[config.mk]
export PLATFORM = sky130hd
export DESIGN_NAME = io_input_fifo_flat
export DESIGN_NICKNAME = d
export VERILOG_FILES = /design/src/rtl/io_input_fifo_if.sv /design/src/rtl/io_input_fifo.sv /design/src/flat_wrapper.sv
export SDC_FILE = /design/constraint.sdc
export NUM_CORES = 2
export LEC_CHECK = 0
export ABC_AREA = 1
export BUFFER_PORTS_ARGS = -buffer_cell sky130_fd_sc_hd__buf_4
export CORE_AREA = 2 2 422 424
export DETAILED_ROUTE_END_ITERATION = 6
export DIE_AREA = 0 0 424 426
export PLACE_DENSITY = 0.66
export SLEW_MARGIN = 20
export SYNTH_ARGS = -nofsm -noshare
export SYNTH_HDL_FRONTEND = slang
export SYNTH_SLANG_ARGS = --single-unit
[constraint.sdc]
create_clock -name clk -period 6.45 [get_ports clk]
set_clock_uncertainty 0.05 [all_clocks]
set_input_delay 0.645 -clock clk [delete_from_list [all_inputs] [get_ports clk]]
set_output_delay 0.645 -clock clk [all_outputs]
set_load 0.1 [all_outputs]
[src/rtl/io_input_fifo_if.sv]
// Handshake bundle between IO_fsm/CPU (master) and the stdin input FIFO (slave).
interface io_input_fifo_if #(
  parameter int DEPTH_LOG2 = 6,
  parameter int WIDTH      = 32
);
  logic [WIDTH-1:0]    wr_data;
  logic                wr_valid;
  logic                is_input;
  logic                rd_req;
  logic [WIDTH-1:0]    rd_data;
  logic                rd_valid;
  logic                rd_stall;
  logic [DEPTH_LOG2:0] count;
  logic                empty;
  logic                full;
  logic                overflow;

  modport master (
    output wr_data, wr_valid, is_input, rd_req,
    input  rd_data, rd_valid, rd_stall, count, empty, full, overflow
  );

  modport slave (
    input  wr_data, wr_valid, is_input, rd_req,
    output rd_data, rd_valid, rd_stall, count, empty, full, overflow
  );
endinterface

[src/rtl/io_input_fifo.sv]
// Stdin word FIFO between IO_fsm and the CPU input instruction.
// Define IO_INPUT_FIFO_FWFT_EN for a first-word-fall-through read path (no FSM).
module io_input_fifo #(
  parameter int DEPTH_LOG2 = 6,
  parameter int WIDTH      = 32
) (
  input logic            clk,
  input logic            rstn,
  io_input_fifo_if.slave bus
);
  localparam int DEPTH = 1 << DEPTH_LOG2;

  logic [WIDTH-1:0]    r_mem [DEPTH];
  logic [DEPTH_LOG2:0] r_wptr, r_rptr;
  logic                r_overflow;
  logic                w_empty, w_full, w_pop, w_push, w_wr_try;

  // Extra pointer MSB distinguishes full (MSBs differ) from empty (all equal).
  assign w_empty  = (r_wptr == r_rptr);
  assign w_full   = (r_wptr[DEPTH_LOG2] != r_rptr[DEPTH_LOG2]) &&
                    (r_wptr[DEPTH_LOG2-1:0] == r_rptr[DEPTH_LOG2-1:0]);
  assign w_wr_try = bus.wr_valid & bus.is_input;
  assign w_push   = w_wr_try & (~w_full | w_pop);

  assign bus.count    = r_wptr - r_rptr;
  assign bus.empty    = w_empty;
  assign bus.full     = w_full;
  assign bus.overflow = r_overflow;

  always_ff @(posedge clk) begin
    if (w_push) r_mem[r_wptr[DEPTH_LOG2-1:0]] <= bus.wr_data;
  end

  always_ff @(posedge clk or negedge rstn) begin
    if (!rstn) begin
      r_wptr     <= '0;
      r_rptr     <= '0;
      r_overflow <= 1'b0;
    end else begin
      if (w_push) r_wptr <= r_wptr + 1'b1;
      if (w_pop)  r_rptr <= r_rptr + 1'b1;
      if (w_wr_try && w_full && !w_pop) r_overflow <= 1'b1;
    end
  end

`ifdef IO_INPUT_FIFO_FWFT_EN
  assign w_pop        = bus.rd_req & ~w_empty;
  assign bus.rd_data  = r_mem[r_rptr[DEPTH_LOG2-1:0]];
  assign bus.rd_valid = w_pop;
  assign bus.rd_stall = bus.rd_req & w_empty;
`else
  typedef enum logic [1:0] {S_IDLE, S_WAIT, S_RESP} state_t;

  state_t           r_state, w_state_nxt;
  logic [WIDTH-1:0] r_rd_data;

  always_ff @(posedge clk or negedge rstn) begin
    if (!rstn) r_state <= S_IDLE;
    else       r_state <= w_state_nxt;
  end

  always_comb begin
    w_state_nxt = r_state;
    w_pop       = 1'b0;
    case (r_state)
      S_IDLE: if (bus.rd_req) begin
        if (!w_empty) begin
          w_pop       = 1'b1;
          w_state_nxt = S_RESP;
        end else begin
          w_state_nxt = S_WAIT;
        end
      end
      S_WAIT: if (!w_empty) begin
        w_pop       = 1'b1;
        w_state_nxt = S_RESP;
      end
      S_RESP:  w_state_nxt = S_IDLE;
      default: w_state_nxt = S_IDLE;
    endcase
  end

  // rd_data is only updated by a pop so it holds between reads.
  always_ff @(posedge clk or negedge rstn) begin
    if (!rstn)      r_rd_data <= '0;
    else if (w_pop) r_rd_data <= r_mem[r_rptr[DEPTH_LOG2-1:0]];
  end

  assign bus.rd_data  = r_rd_data;
  assign bus.rd_valid = (r_state == S_RESP);
  assign bus.rd_stall = bus.rd_req & ~bus.rd_valid;
`endif
endmodule

[src/flat_wrapper.sv]
// flat-port wrapper written by rule: the top's interface ports become plain ports
module io_input_fifo_flat 
#(
  parameter int DEPTH_LOG2 = 6,
  parameter int WIDTH      = 32
)
  (clk, rstn, bus_wr_data, bus_wr_valid, bus_is_input, bus_rd_req, bus_rd_data, bus_rd_valid, bus_rd_stall, bus_count, bus_empty, bus_full, bus_overflow);
  io_input_fifo_if #(.DEPTH_LOG2(DEPTH_LOG2), .WIDTH(WIDTH)) bus_i ();
  input logic clk;
  input logic rstn;
  input wire logic [$bits(bus_i.wr_data)-1:0] bus_wr_data;
  input wire logic [$bits(bus_i.wr_valid)-1:0] bus_wr_valid;
  input wire logic [$bits(bus_i.is_input)-1:0] bus_is_input;
  input wire logic [$bits(bus_i.rd_req)-1:0] bus_rd_req;
  output wire logic [$bits(bus_i.rd_data)-1:0] bus_rd_data;
  output wire logic [$bits(bus_i.rd_valid)-1:0] bus_rd_valid;
  output wire logic [$bits(bus_i.rd_stall)-1:0] bus_rd_stall;
  output wire logic [$bits(bus_i.count)-1:0] bus_count;
  output wire logic [$bits(bus_i.empty)-1:0] bus_empty;
  output wire logic [$bits(bus_i.full)-1:0] bus_full;
  output wire logic [$bits(bus_i.overflow)-1:0] bus_overflow;
  assign bus_i.wr_data = bus_wr_data;
  assign bus_i.wr_valid = bus_wr_valid;
  assign bus_i.is_input = bus_is_input;
  assign bus_i.rd_req = bus_rd_req;
  assign bus_rd_data = bus_i.rd_data;
  assign bus_rd_valid = bus_i.rd_valid;
  assign bus_rd_stall = bus_i.rd_stall;
  assign bus_count = bus_i.count;
  assign bus_empty = bus_i.empty;
  assign bus_full = bus_i.full;
  assign bus_overflow = bus_i.overflow;
  io_input_fifo #(.DEPTH_LOG2(DEPTH_LOG2), .WIDTH(WIDTH)) u_core (.clk(clk), .rstn(rstn), .bus(bus_i));
endmodule
==> out/qor.yml <==
crit_arrival_ns: 3.94
clockRootBuffer: "clkbuf_16"
cts_tree: "done"
hold_class: "in2reg"
cp-start-kind: "flop"
failed_checks: "DRC"
post-place-ws_ns: 2.07
ys_top_cells_by_area: "edfxtp_1, nand2_1, nand3_1"
dieArea_sq_mm: 0.181
ys_ff_latch: 2097
holdWs_ns: 0.168
grt_pass1_vias: 54952
grt_pass1_wl_microns: 378000
cp-end-kind: "output pin"
netlist_instances: 8544
port_buffers: 80
timing.final.ws_setup_ns: 1.81
drt_pass1_iterations: 7
seq_area_frac_synth_pct: 70.4
fmax_mhz: 216
netlist-cell-type-count: 29
synth-main-ff-cell: "edfxtp_1"
fin_crit_ns: 4.64
yosysWarnings: 0
synth_top_area_share_pct: 69.0
maxCapViolCount: 0
overflow: 0
initial_core_util_pct: 50.7
status: "finished, violations left"
first_iter_violations: 8671
setup_violations: 0
cts_max_path_buffers: 3
max_slew.worst_pin.slew_ns: 1.16
p_leak_uw: 0.0399
die_w_microns: 424
hpwl_microns: 152000
synthTopCellsByCount: "nand2_1, edfxtp_1, inv_1"
synth-edff-count: 2048
antenna_found_initial: 18
via_per_inst: 5.45
wl_per_cell_microns: 24.1
vias: 60014
async_flop_share_pct: 2.34
clock_latency_ns: 0.85
power_uw: 44700
rsz0062_at_grt: "no"
cp.required_ns: 5.75
wl_microns: 265000
min_period_over_period_pct: 71.9
core-area_sq_mm: 0.176
cp_slowest_cell: "dfrtp_4"
grt_max_degree: 188
drive_above_1_share_pct: 6.20
grt_use_total_pct: 29.0
synth_area_leader_cell: "edfxtp_1"
slew_headroom_pct: 22.5
drv_slew: 0
clkTransAtPathRegs_ns: 0.07
power-per-cell-area_mw_per_mm2: 452
cts_setup_buffers: 0
top_level_ports: 81
synth_nets: 8590
syn-cell-area_sq_mm: 0.0891
criticalPathCategory: "reg2out"
fin_setup_tns_ns: 0
syn2layout_area_growth_pct: 10.9
place_congestion: 0.972
cts_sinks: 2097
crit_fanout: 84
ant_nets: 0
cts_buffers: 210
route.detailed.drc: 2
slowest_delay_ns: 0.65
cts_max_level: 4
crit_path_frequent_cell: "nor2_1"
fin_nets: 8532
ir_worst_vdd_mv: 0.709
n_fill_cell: 14475
rows: 154
synth.avg_cell_area_sq_um: 10.4
finalHoldViolations: 0
yosysMostFrequentCell: "nand2_1"
crit_chain: "inv_8 -> ha_1 -> nand2_1 -> o21ai_0 -> a21oi_1 -> nor2_1 -> nor2_1 -> xnor2_1 -> buf_4"
die_y_microns: 426
registers in the layout, indices dropped and copies added (netlist names):
name	cells
u_core.r_mem	2048
u_core.bus.rd_data	32
u_core.r_rptr	7
u_core.r_wptr	7
u_core.r_state	2
u_core.bus.overflow	1
worst max-delay path, delay by kind of cell (launching register included):
| kind | cells | cell delay [ns] |
|---|---|---|
| buffers and inverters | 2 | 0.90 |
| DFF | 1 | 0.65 |
| xor gates and xnor gates | 1 | 0.56 |
| AOI/OAI and AO/OA | 2 | 0.42 |
| and+or+nand+nor | 3 | 0.28 |
| adders and majority gates | 1 | 0.25 |
power by group:
| group | internal [uW] | switching, uW | leakage, uW |
|---|---|---|---|
| Combinational | 3800 | 13400 | 0.0178 |
| Sequential | 15300 | 347 | 0.0190 |
| Clock | 6610 | 5230 | 0.00320 |
placed cells by master (no fill, tap or decap), types with 3 or more instances in the layout:
cell,n
clkinv_8,4
dfrtp_1,46
edfxtp_1,2048
nand4_1,7
buf_16,8
ha_1,8
clkinvlp_4,8
inv_1,1060
inv_6,4
xnor2_1,5
bufinv_16,14
inv_16,6
o211ai_1,11
o21ai_0,207
nand3_1,918
clkbuf_16,210
clkbuf_1,58
nor3_1,3
dfrtp_4,3
nand2_1,2911
nor2_1,710
a21oi_1,42
buf_4,130
buf_12,26
inv_4,3
clkinv_1,51
diode_2,5
xor2_1,13
clkinv_2,31
clkbuf_8,3
o21ai_1,24
nor2_4,63
or2_2,12
clkinv_4,3
path summary, 6_finish.rpt:
check | start | to | slack [ns] | cells past startpoint
max | u_core.r_rptr[1]$_DFFE_PN0N_ | bus_count[5] | 1.81 | 9
max reg2reg | u_core.r_rptr[1]$_DFFE_PN0N_ | u_core.r_mem[58][12]$_DFFE_PP_ | 1.98 | 12
max in group asynchronous | rstn | u_core.r_rptr[0]$_DFFE_PN0N_ | 5.36 | 2
min | bus_wr_data[17] | u_core.r_mem[13][17]$_DFFE_PP_ | 0.17 | 1
min reg2reg | u_core.r_rptr[6]$_DFFE_PN0N_ | u_core.r_rptr[6]$_DFFE_PN0N_ | 0.44 | 1
min in group asynchronous | rstn | u_core.bus.rd_data[31]$_DFFE_PN0N_ | 0.37 | 2
cells by family (layout without fill, tap and decap cells):
group,Yosys count,count (layout),share of synthesized area (%)
buf+inv,1506,1625,6.84
simple gates,4628,4628,20.8
xor+xnor,18,18,0.177
fa+ha+maj,9,9,0.135
compound gates,286,286,1.64
other cells,0,5,0
flops,2097,2097,70.4
routing by layer:
| layer | vias to the layer above | global-route usage, % | part of all wire [%] | wire length, microns |
|---|---|---|---|---|
| met5 | - | 0 | 0.015 | 40 |
| met4 | 6 | 12.6 | 4.7 | 12400 |
| met3 | 465 | 4.96 | 8.9 | 23700 |
| met2 | 2771 | 45.2 | 46 | 123000 |
| met1 | 29139 | 40.2 | 40 | 106000 |
| li1 | 27633 | - | - | - |
area by class of cell:
type	instances	area, sq um	share of cell area, %
Inverter	1071	4050	4.10
Sequential cell	2097	62700	63.4
Multi-Input combinational cell	4941	20800	21.0
Clock inverter	118	1100	1.11
Tap cell	2340	2930	2.96
Clock buffer	271	5510	5.58
Timing Repair Buffer	165	1730	1.75
Antenna cell	5	12.5	0.0127
timing repair:
action / 4_1_cts / 5_1_grt
hold buffers: 1 / 0
resized for setup: 0 / 0
hold endpoints to repair: 49 / 0
endpoints found under the setup margin: 0 / 0
metrics by stage:
step | instance area (sq um) | utilization [%] | std cells
after floorplan | 89100 | - | 8544
after global placement | 91800 | 52.2 | 10594
after detailed placement | 91800 | 52.3 | 10596
after CTS | 98500 | 56.0 | 10986
after global routing | 98900 | 56.3 | 11003
final | 98900 | 56.3 | 11008
No activity file was read; power rests on OpenSTA's default activity.
